$ cat src/rtl/seat_pkg.sv
// Shared seat-table definitions used by both the read and write paths.
package seat_pkg;

  localparam int unsigned NUM_SEATS = 32;
  localparam int unsigned SEAT_W    = 5;
  localparam int unsigned TIME_W    = 11;
  localparam int unsigned STUDENT_W = 32;

  typedef enum logic [1:0] {
    SeatEmpty    = 2'b00,
    SeatSeated   = 2'b01,
    SeatAway     = 2'b10,
    SeatReserved = 2'b11
  } seat_state_t;

  typedef enum logic {
    OpLookup   = 1'b0,
    OpFindFree = 1'b1
  } req_op_t;

endpackage

$ cat src/rtl/seat_elapsed_calc.sv
// Elapsed time since a seat's last write, plus the away-too-long check.
// Pure combinational; the timer is free-running so the subtraction wraps.
module seat_elapsed_calc
  import seat_pkg::*;
(
  input  logic [TIME_W-1:0] now_i,
  input  logic [TIME_W-1:0] stamp_i,
  input  logic [TIME_W-1:0] limit_i,
  input  logic              away_i,
  output logic [TIME_W-1:0] elapsed_o,
  output logic              overtime_o
);

  // Modular difference; overtime only when strictly past the limit.
  always_comb begin
    elapsed_o  = now_i - stamp_i;
    overtime_o = away_i && (elapsed_o > limit_i);
  end

endmodule

$ cat src/rtl/seat_status_reader.sv
// Read-side responder for the seat record memory: single-seat lookup and
// first-free-seat scan over a synchronous read port. Never writes records.
module seat_status_reader
  import seat_pkg::*;
(
  input  logic                 clk,
  input  logic                 rst_n,
  input  logic                 req_valid,
  output logic                 req_ready,
  input  logic                 req_op,
  input  logic [SEAT_W-1:0]    req_seat,
  input  logic [TIME_W-1:0]    now_time,
  input  logic [TIME_W-1:0]    limit_time,
  output logic                 mem_rd_en,
  output logic [SEAT_W-1:0]    mem_rd_addr,
  input  logic [STUDENT_W-1:0] mem_rd_student,
  input  logic [1:0]           mem_rd_state,
  input  logic [TIME_W-1:0]    mem_rd_stamp,
  output logic                 rsp_valid,
  input  logic                 rsp_ready,
  output logic [SEAT_W-1:0]    rsp_seat,
  output logic [STUDENT_W-1:0] rsp_student,
  output logic [1:0]           rsp_state,
  output logic [TIME_W-1:0]    rsp_elapsed,
  output logic                 rsp_found,
  output logic                 rsp_overtime
);

  typedef enum logic [2:0] {
    StIdle,
    StRead,
    StScan,
    StCheck,
    StResp
  } reader_state_t;

  localparam logic [SEAT_W:0]   NumSeatsW = (SEAT_W+1)'(NUM_SEATS);
  localparam logic [SEAT_W:0]   CntOne    = (SEAT_W+1)'(1);
  localparam logic [SEAT_W-1:0] LastSeat  = SEAT_W'(NUM_SEATS - 1);

  reader_state_t        state_q;
  logic                 req_ready_q;
  logic [SEAT_W-1:0]    req_seat_q;
  logic                 seat_bad_q;
  // Scan counter holds the address issued this cycle; data on the read port
  // belongs to cnt_q - 1. Extra bit lets it reach NUM_SEATS for the final
  // data-only cycle.
  logic [SEAT_W:0]      cnt_q;
  logic                 mem_rd_en_q;
  logic [SEAT_W-1:0]    mem_rd_addr_q;
  logic                 rsp_valid_q;
  logic [SEAT_W-1:0]    rsp_seat_q;
  logic [STUDENT_W-1:0] rsp_student_q;
  logic [1:0]           rsp_state_q;
  logic [TIME_W-1:0]    rsp_elapsed_q;
  logic                 rsp_found_q;
  logic                 rsp_overtime_q;

  seat_state_t          rd_state;
  logic                 rd_empty;
  logic [TIME_W-1:0]    calc_elapsed;
  logic                 calc_overtime;
  logic [TIME_W-1:0]    rec_elapsed;
  logic [SEAT_W:0]      cnt_inc;
  logic [SEAT_W:0]      cnt_dec;
  logic                 scan_hit;
  logic                 req_bad;

  seat_elapsed_calc u_elapsed_calc (
    .now_i      (now_time),
    .stamp_i    (mem_rd_stamp),
    .limit_i    (limit_time),
    .away_i     (rd_state == SeatAway),
    .elapsed_o  (calc_elapsed),
    .overtime_o (calc_overtime)
  );

  // Decode the record currently on the read port and scan bookkeeping.
  always_comb begin
    rd_state    = seat_state_t'(mem_rd_state);
    rd_empty    = (rd_state == SeatEmpty);
    rec_elapsed = rd_empty ? '0 : calc_elapsed;
    cnt_inc     = cnt_q + CntOne;
    cnt_dec     = cnt_q - CntOne;
    // First scan cycle has no data yet, so it can never hit.
    scan_hit    = (cnt_q != '0) && rd_empty;
    req_bad     = ({1'b0, req_seat} >= NumSeatsW);
  end

  // Request/response FSM with all outputs registered.
  always_ff @(posedge clk or negedge rst_n) begin
    if (!rst_n) begin
      state_q        <= StIdle;
      req_ready_q    <= 1'b1;
      req_seat_q     <= '0;
      seat_bad_q     <= 1'b0;
      cnt_q          <= '0;
      mem_rd_en_q    <= 1'b0;
      mem_rd_addr_q  <= '0;
      rsp_valid_q    <= 1'b0;
      rsp_seat_q     <= '0;
      rsp_student_q  <= '0;
      rsp_state_q    <= '0;
      rsp_elapsed_q  <= '0;
      rsp_found_q    <= 1'b0;
      rsp_overtime_q <= 1'b0;
    end else begin
      unique case (state_q)
        StIdle: begin
          if (req_valid) begin
            req_ready_q <= 1'b0;
            req_seat_q  <= req_seat;
            if (req_op == OpFindFree) begin
              state_q       <= StScan;
              cnt_q         <= '0;
              mem_rd_en_q   <= 1'b1;
              mem_rd_addr_q <= '0;
            end else begin
              state_q       <= StRead;
              seat_bad_q    <= req_bad;
              mem_rd_en_q   <= !req_bad;
              mem_rd_addr_q <= req_seat;
            end
          end
        end

        StRead: begin
          mem_rd_en_q <= 1'b0;
          state_q     <= StCheck;
        end

        StCheck: begin
          rsp_valid_q <= 1'b1;
          state_q     <= StResp;
          if (seat_bad_q) begin
            // Out-of-range seat: no read was issued, answer with all zeros.
            rsp_seat_q     <= '0;
            rsp_student_q  <= '0;
            rsp_state_q    <= '0;
            rsp_elapsed_q  <= '0;
            rsp_found_q    <= 1'b0;
            rsp_overtime_q <= 1'b0;
          end else begin
            rsp_seat_q     <= req_seat_q;
            rsp_student_q  <= mem_rd_student;
            rsp_state_q    <= mem_rd_state;
            rsp_elapsed_q  <= rec_elapsed;
            rsp_found_q    <= !rd_empty;
            rsp_overtime_q <= calc_overtime;
          end
        end

        StScan: begin
          if (scan_hit || (cnt_q == NumSeatsW)) begin
            // Either a free seat or the last record; any read still in
            // flight is simply dropped.
            rsp_valid_q    <= 1'b1;
            mem_rd_en_q    <= 1'b0;
            state_q        <= StResp;
            rsp_seat_q     <= scan_hit ? cnt_dec[SEAT_W-1:0] : LastSeat;
            rsp_found_q    <= scan_hit;
            rsp_student_q  <= mem_rd_student;
            rsp_state_q    <= mem_rd_state;
            rsp_elapsed_q  <= rec_elapsed;
            rsp_overtime_q <= calc_overtime;
          end else begin
            cnt_q         <= cnt_inc;
            mem_rd_en_q   <= (cnt_inc < NumSeatsW);
            mem_rd_addr_q <= cnt_inc[SEAT_W-1:0];
          end
        end

        StResp: begin
          if (rsp_ready) begin
            rsp_valid_q <= 1'b0;
            req_ready_q <= 1'b1;
            state_q     <= StIdle;
          end
        end

        default: begin
          state_q     <= StIdle;
          req_ready_q <= 1'b1;
          rsp_valid_q <= 1'b0;
          mem_rd_en_q <= 1'b0;
        end
      endcase
    end
  end

  assign req_ready    = req_ready_q;
  assign mem_rd_en    = mem_rd_en_q;
  assign mem_rd_addr  = mem_rd_addr_q;
  assign rsp_valid    = rsp_valid_q;
  assign rsp_seat     = rsp_seat_q;
  assign rsp_student  = rsp_student_q;
  assign rsp_state    = rsp_state_q;
  assign rsp_elapsed  = rsp_elapsed_q;
  assign rsp_found    = rsp_found_q;
  assign rsp_overtime = rsp_overtime_q;

endmodule

$ cat config.mk
export PLATFORM = sky130hd
export DESIGN_NAME = seat_status_reader
export DESIGN_NICKNAME = d
export VERILOG_FILES = /design/src/rtl/seat_pkg.sv /design/src/rtl/seat_elapsed_calc.sv /design/src/rtl/seat_status_reader.sv
export SDC_FILE = /design/constraint.sdc
export NUM_CORES = 1
export LEC_CHECK = 0
export ABC_AREA = 1
export CAP_MARGIN = 20
export CORE_AREA = 2 2 95 97
export CTS_CLUSTER_DIAMETER = 200
export DETAILED_ROUTE_END_ITERATION = 12
export DIE_AREA = 0 0 97 99
export PLACE_DENSITY_LB_ADDON = 0.3
export SYNTH_ARGS = -nofsm -noshare
export SYNTH_HDL_FRONTEND = slang
export SYNTH_HIERARCHICAL = 1
export SYNTH_SLANG_ARGS = --single-unit
$ cat constraint.sdc
create_clock -name clk -period 4.4 [get_ports clk]
set_clock_uncertainty 0.15 [all_clocks]
set_input_delay 1.1 -clock clk [delete_from_list [all_inputs] [get_ports clk]]
set_output_delay 1.1 -clock clk [all_outputs]
set_load 0.03 [all_outputs]
Word-level counts from Yosys, hierarchy flattened
Cells that the tools add are included.
Word-level totals
  input bits: 77
  flip-flop bits (word level): 74
  output and inout port bits: 60
  logic and storage cells: 88
Cells by class
  equal/unequal tests: 11
  multiplexer cells: 36
  reduce and logical (&&, ||, !) cells: 20
  bitwise gates (word level): 3
  add/sub/neg operators: 3
  order comparisons: 2
Operators by type and width (number)
  $pmux 32 s2: 1
  $mux 32: 1
  $mux 5: 5
  $mux 11: 2
  $pmux 11 s2: 1
  $pmux 5 s2: 2
  $mux 6: 3
  $pmux 3 s5: 1
  $pmux 6 s2: 1
  $reduce_and 3->1: 4
  $gt 11x11->1: 1
  $sub 11x11->11: 1
  $ne 2x2->1 const B: 5
  $mux 3: 3
  $mux 1: 8
  $add 6x1->6 const B: 1
  $eq 3x2->1 const B: 2
  $eq 6x6->1 const B: 1
  $lt 6x6->1 const B: 1
  $pmux 1 s3: 2
  $reduce_and 2->1: 3
  $reduce_bool 6->1: 1
  $sub 5x1->5 const B: 1
  $mux 2: 2
  16 further kinds: 22

Logic depth before layout (Yosys ltp)
  depth in word-level cells: 5
  gate-level depth with buffers: 22
  gate-level depth less buffers: 22

Modules after synthesis
The synthesis kept the hierarchy.
Modules (own cells, without submodules)
  seat_status_reader: instances 1, area each 3348.2 µm², cells an instance 403, seq. area each 1853.0 µm²
  seat_elapsed_calc: instances 1, area each 918.4 µm², cells an instance 177, seq. area each 0.0 µm²

Least setup slack after synthesis
Ideal clock, no wire load.
  kind: input port to flip-flop
  from: input port now_time[0]
  to: register rsp_overtime_q (netlist: rsp_overtime)
  slack: 1107 ps
  data required time: 4132 ps
  arrival time: 3025 ps
  cell stages on the path: 21
  path buffers: 0
  path through: inv_1 ha_1 fa_1 inv_1 nand3_1 nand3_1 nand2_1 nand3_1 nand2_1 ha_1 nand2_1 inv_1 nand2_1 nor2_1 nand2_1 nand2_1 inv_1 nand2_1 inv_1 nand2_1 nand2_1
Between the ends
  cells in the longest elaborated chain, start to end: 5
RTL lines
  start: declaration: RTL line seat_status_reader.sv:12  | input logic [TIME_W-1:0] now_time,
  $sub 11x11->11 (*): RTL line seat_elapsed_calc.sv:16  | elapsed_o = now_i - stamp_i;
  net calc_elapsed[8]: RTL line seat_status_reader.sv:61  | logic [TIME_W-1:0] calc_elapsed;
  $gt 11x11->1 (*): RTL line seat_elapsed_calc.sv:17  | overtime_o = away_i && (elapsed_o > limit_i);
  $logic_and 1x1->1 (*): RTL line seat_elapsed_calc.sv:17
  net calc_overtime: RTL line seat_status_reader.sv:62  | logic calc_overtime;
  $mux 1: RTL line seat_status_reader.sv:154  | if (scan_hit || (cnt_q == NumSeatsW)) begin
  $pmux 1 s2 (*): RTL line seat_status_reader.sv:108  | unique case (state_q)
  end signal: assignment: RTL line seat_status_reader.sv:149  | rsp_overtime_q <= calc_overtime;
  end signal: assignment: RTL line seat_status_reader.sv:165  | rsp_overtime_q <= calc_overtime;
  end: declaration: RTL line seat_status_reader.sv:57  | logic rsp_overtime_q;
Mark *: on every way through the listed nets, which the timed path passes. The rest lies on a longest branch. The select of a mux whose other input is x is not followed.
A chain may end at the register's enable or synchronous reset.

Final worst setup path
Same ends and word-level chain as after synthesis.

==> out/results.tsv <==
metric	value	unit
outcome	completed	
muxShareOfSynthArea	0	
initial_utilization	0.499	
path_delay_family	simple AND/OR/NAND/NOR gates	
worstSetupStartpointType	primary input	
synth_seq_cells	74	
crit_path_top_delay_cell	clkdlybuf4s50_1	
min_from	req_ready$_DFFE_PN1P_	
vias	4048	
synth_cell_type_count	32	
holdWs	322	ps
dp_hpwl	7890	um
fin_util	0.684	
clkPwrFrac	0.141	
cts_buffers	9	
worst_setup_path_end_kind	register	
die_w	97	um
worst_hold_path_type	register to register	
worst-path-buf-inv	6	
netlist_area	0.00427	mm2
yosys_warnings	6	
tns	0	ps
yosys.area_share.simple	0.331	
swShare	0.457	
firstDrtPassIters	5	
critical_path_class	primary input to register	
internal_power	0.00216	W
nFillCells	718	
final_nets	814	
grt_pass1_vias	3918	
rows	34	
power_leakage	3.12	nW
port_buffers	136	
drive_gt1_frac	0.0446	
drtIter0Drc	230	
cts_hold_buf	0	
crit_path_cell_trace	clkdlybuf4s50_1 -> inv_1 -> ha_1 -> fa_1 -> inv_1 -> nand3_1 -> nand3_1 -> nand2_1 -> nand3_1 -> nand2_1 -> ha_1 -> nand2_1 -> inv_1 -> nand2_1 -> nor2_1 -> nand2_1 -> nand2_1 -> inv_1 -> nand2_1 -> inv_1 -> nand2_1 -> nand2_1	
grt_max_degree	75	
ys_seq_area_frac	0.434	
synth_cells	580	
cts-htree-levels	3	
post_cts_resized	0	
synth_ff_type	dfrtp_1	
arrival	3730	ps
cts_tree	done	
max-cap-violations	0	
max_slew_margin	0.416	
post-cts-setup-buffers	0	
gr-total-overflow	0	
final.period_utilization	0.829	
synth-compound-area-share	0.0425	
core	0.00855	mm2
slowest_delay	460	ps
clockBufferDepth	2	
mostFrequentLayoutCells	nand2_1, clkdlybuf4s50_1, inv_1, dfrtp_1, nand3_1	
cp_max_fo	3	
power.switching	0.00182	W
synth-edff-count	0	
critPathRequiredTime	4480	ps
dp_cells	809	
cts_root_buffer	clkbuf_8	
ant_nets	0	
clk_pin_slew_worst_paths	80	ps
power_frac_comb	0.563	
synthAdderAreaFrac	0.0751	
crit_start	now_time[0]	
syn_avg_cell_area	7.36	um2
ys_async_sr_fraction	1.00	
final_common_cell	nand2_1	
worst_pin_slew	877	ps
pwr-share-seq	0.296	
clk_latency	340	ps
grt_pass1_wl	17600	um
r2r_start	cnt_q[0]$_DFFE_PN0P_	
ioPinCount	137	
die_h	99	um
diodes	0	
die_area	0.00960	mm2
gr-usage-all-layers	0.221	
fin_crit	3650	ps
max_freq	274	MHz
cts.sinks	74	
crit_path_frequent_cell	nand2_1	
syn2layout_area_growth	37.0	%
powerDensity	680	mW/mm2
hold_viol_final	0	
slew_violations	0	
routed_wl	10200	um
rsz0062_at_grt	false	
gp_congestion	0.923	
antenna_found_initial	0	
finalSetupViolations	0	
synth_top_family_by_area	simple AND/OR/NAND/NOR gates	
synth-xor-area-share	0.0144	
drc	0	
stdcell_count	825	
syn_nets	682	
ir_drop	381	uV
viasPerCell	4.91	
wire_per_inst	12.4	um
-- power by group through the flow --
stage / Combinational [W] / Clock (W) / Sequential [W]
after floorplan: 0.000994 / 0 / 0.00167
after global placement: 0.00220 / 0 / 0.00117
after detailed placement: 0.00225 / 0 / 0.00118
after global routing: 0.00246 / 0.000602 / 0.00121
after CTS: 0.00226 / 0.000571 / 0.00117
final: 0.00224 / 0.000561 / 0.00118
-- area by class of cell --
type / instances / area [um2] / area share
multi-input combinational: 410 / 1970 / 0.338
sequential: 74 / 1850 / 0.317
timing repair buffer: 137 / 1370 / 0.234
inverter: 80 / 305 / 0.0522
tap: 108 / 135 / 0.0231
clock buffer: 11 / 131 / 0.0225
clock inverter: 5 / 80.1 / 0.0137
-- cell usage after synthesis (all sizes together) (4+ instances only) --
cell type	number	share of area
nand2	259	0.23
inv	80	0.072
dfrtp	73	0.43
nand3	45	0.058
nor2	28	0.027
ha	24	0.070
o21ai	22	0.026
buf	14	0.029
a21oi	10	0.012
nand4	6	0.0088
xor2	4	0.0082
-- registers in the layout, summed over array words and instances (netlist names) --
signal	flops
rsp_student	32
rsp_elapsed	11
cnt_q	6
mem_rd_addr	5
req_seat_q	5
rsp_seat	5
state_q	3
rsp_state	2
mem_rd_en	1
req_ready	1
rsp_found	1
rsp_overtime	1
rsp_valid	1
-- cell families after synthesis --
family,count (synthesis)
xor gates and xnor gates,7
AOI/OAI and AO/OA,35
adders and majority gates,25
and+or+nand+nor,343
buffers and inverters,96
DFF,74
-- metal layers --
metal | track usage | up-vias | wire [um]
met5 | 0 | - | 0
li1 | - | 2050 | -
met1 | 0.287 | 1827 | 4640
met3 | 0.0454 | 19 | 648
met4 | 0.0737 | 0 | 172
met2 | 0.372 | 152 | 4790
-- metrics by stage --
step                      setup slack (ps)  power, W  cell area [um2]
after floorplan                       1110   0.00267             4270
after global placement                 522   0.00338             5630
after detailed placement               401   0.00343             5630
after CTS                              751   0.00400             5850
after global routing                   473   0.00427             5850
final                                  754   0.00397             5850
-- worst reg2reg max path: cells and delay by family, from the launching register on --
family                   cells  cell delay (ps)
adder cells (fa/ha/maj)      1              220
buffers and inverters        3              580
flip-flops                   1              460
AND/OR/NAND/NOR              7              820
-- worst paths after layout --
check                           cells past startpoint                     endpoint  slack (ps)
worst max-delay path                               22     rsp_overtime$_DFFE_PN0P_         750
worst min-delay path                                2        req_ready$_DFFE_PN1P_         320
worst max register to register                     11  rsp_student[22]$_DFFE_PN0P_        2080
worst min register to register                      2        req_ready$_DFFE_PN1P_         320
max in group asynchronous                           1  rsp_student[13]$_DFFE_PN0P_        2810
min in group asynchronous                           1  rsp_student[25]$_DFFE_PN0P_         720
No activity file was read; power rests on OpenSTA's default activity.
==> variant: new RTL, config.mk and constraints unchanged <==
Change the package constant `TIME_W` from 11 to 15.
--- a/src/rtl/seat_pkg.sv
+++ b/src/rtl/seat_pkg.sv
@@ -4,5 +4,5 @@
   localparam int unsigned NUM_SEATS = 32;
   localparam int unsigned SEAT_W    = 5;
-  localparam int unsigned TIME_W    = 11;
+  localparam int unsigned TIME_W    = 15;
   localparam int unsigned STUDENT_W = 32;
 
Interface: changed (resized limit_time, mem_rd_stamp, now_time and rsp_elapsed); port bits go from 137 to 153. No check against the original RTL was run, so the function may have changed too.
==> variant against the unedited design <==
Sequential share of layout area fell by 2.0 points. Worst setup slack got worse by 0.0059 ns. Global-route usage rose by 4.2 points. Fmax fell by 0.16%. Largest cell class unchanged. Synthesized area rose by 14%. Largest power group unchanged. Wire length rose by 21%. Cell area rose by 12%. Total power rose by 5.6%. Sequential cell count rose by 4. Die area did not move.
==> variant: results (changes against the unedited design) <==
[global_route]
track_usage_pct=26.25  ; was 22.10%
grt_max_degree=79  ; was 75
grt_pass1_wl_um=20670  ; was 17630 um
grt_pass1_vias=4580  ; was 3918
antenna_found_initial=0  ; unchanged

[placement]
pre_cts_slack_ns=0.4180  ; was 0.4009 ns
detailed_place_hpwl_um=9678  ; was 7886 um
numPortBuffers=152  ; was 136
placed_area_sq_um=6395  ; was 5634 sq um
gp_congestion=0.9533  ; was 0.9229
dp_cells=923  ; was 809

[layout]
layout.nets=948  ; was 814
seq_share_pct=29.71  ; was 31.70%
fillers=656  ; was 718
inverters=103  ; was 80
fin_cells=939  ; was 825
drive_above_1_share_pct=5.295  ; was 4.463%
buffers=154  ; was 137
multi_input_area_sq_um=2374  ; was 1974 sq um
postLayoutCellArea_sq_um=6574  ; was 5846 sq um
buffer_area_share_pct=23.52  ; was 23.37%
multi_input_comb_cells=480  ; was 410
clk_share_pct=2.722  ; was 3.617%

[setup_path]
path_delay_family=adder cells  ; was simple AND/OR/NAND/NOR gates
worst-path-max-fanout=3  ; unchanged
r2r_cells=11  ; unchanged
cpMaxStageDelayCell=clkdlybuf4s50_1  ; unchanged
crit_path_start=now_time[0]  ; unchanged
worstPathArrival_ns=3.74  ; was 3.73 ns
r2r-end=rsp_elapsed[12]  ; was rsp_student[22]

[routing]
num_vias=4747  ; was 4048
post_drt_wl_per_cell_um=13.22  ; was 12.42 um
route.detailed.drc=0  ; unchanged
drt-initial-drc-count=209  ; was 230
drtPass1Iterations=5  ; unchanged

[sta]
fin_crit_sh_pct=83.01  ; was 82.87%
holdWs_ns=0.3199  ; was 0.3222 ns
worstMarginPinSlew_ns=0.9492  ; was 0.8766 ns

[synth]
yosys-top-cells-area=dfrtp_1 (40%), nand2_1 (23%), ha_1 (8.2%)  ; was dfrtp_1 (43%), nand2_1 (23%), ha_1 (7.0%)
avgSynthCellArea_sq_um=7.148  ; was 7.356 sq um
netlist_instances=679  ; was 580
ys_seq_area_share_pct=40.24  ; was 43.43%
yosysUniqueCellTypes=32  ; unchanged
synth_warnings=6  ; unchanged
async_flop_share_pct=100.0  ; unchanged
syn_nets=801  ; was 682
synthTopCellsByCount=nand2_1 (294), inv_1 (97), dfrtp_1 (77)  ; was nand2_1 (257), inv_1 (75), dfrtp_1 (73)

[power]
leakage_uw=0.003572  ; was 0.003117 uW
ir_drop_mv=0.3256  ; was 0.3809 mV

[clocking]
clkLatencyLatePin_ns=0.36  ; was 0.34 ns
clock_path_buffers=2  ; unchanged
clk_pin_slew_ns=0.09
cts_num_sinks=78  ; was 74
clockRootBuffer=clkbuf_8  ; unchanged
post-cts-setup-buffer-count=0  ; unchanged

[worst_hold_path]
min_to=req_seat_q[2]  ; was req_ready
holdPathStages=2  ; unchanged
hold_class=register to register  ; unchanged
hp-start=req_seat_q[2]  ; was req_ready

[status]
outcome=finished clean  ; unchanged

variant: per-layer routing:
| metal | routed length [um] | part of all wire [%] | GRT usage [%] |
|---|---|---|---|
| met2 | 6391 | 51 | 46.85 |
| met4 | 304 | 2.4 | 9.317 |
| met3 | 647 | 5.2 | 5.035 |
| met1 | 5067 | 41 | 31.80 |
| met5 | 0 | 0 | 0 |
variant: power breakdown:
group          switching [uW]  internal [uW]  total (uW)  leakage [uW]
Combinational            1530            927        2460       0.00250
Clock                     285            212         496     0.0000919
Sequential                190           1050        1240      0.000982
Total                    2010           2190        4200       0.00357
variant: cells by family after synthesis:
family,count (synthesis),synth area share [%]
buffers and inverters,121,10.85
xor gates and xnor gates,10,1.805
and+or+nand+nor,396,33.93
AOI/OAI and AO/OA,41,4.512
adders and majority gates,33,8.662
DFF,78,40.24
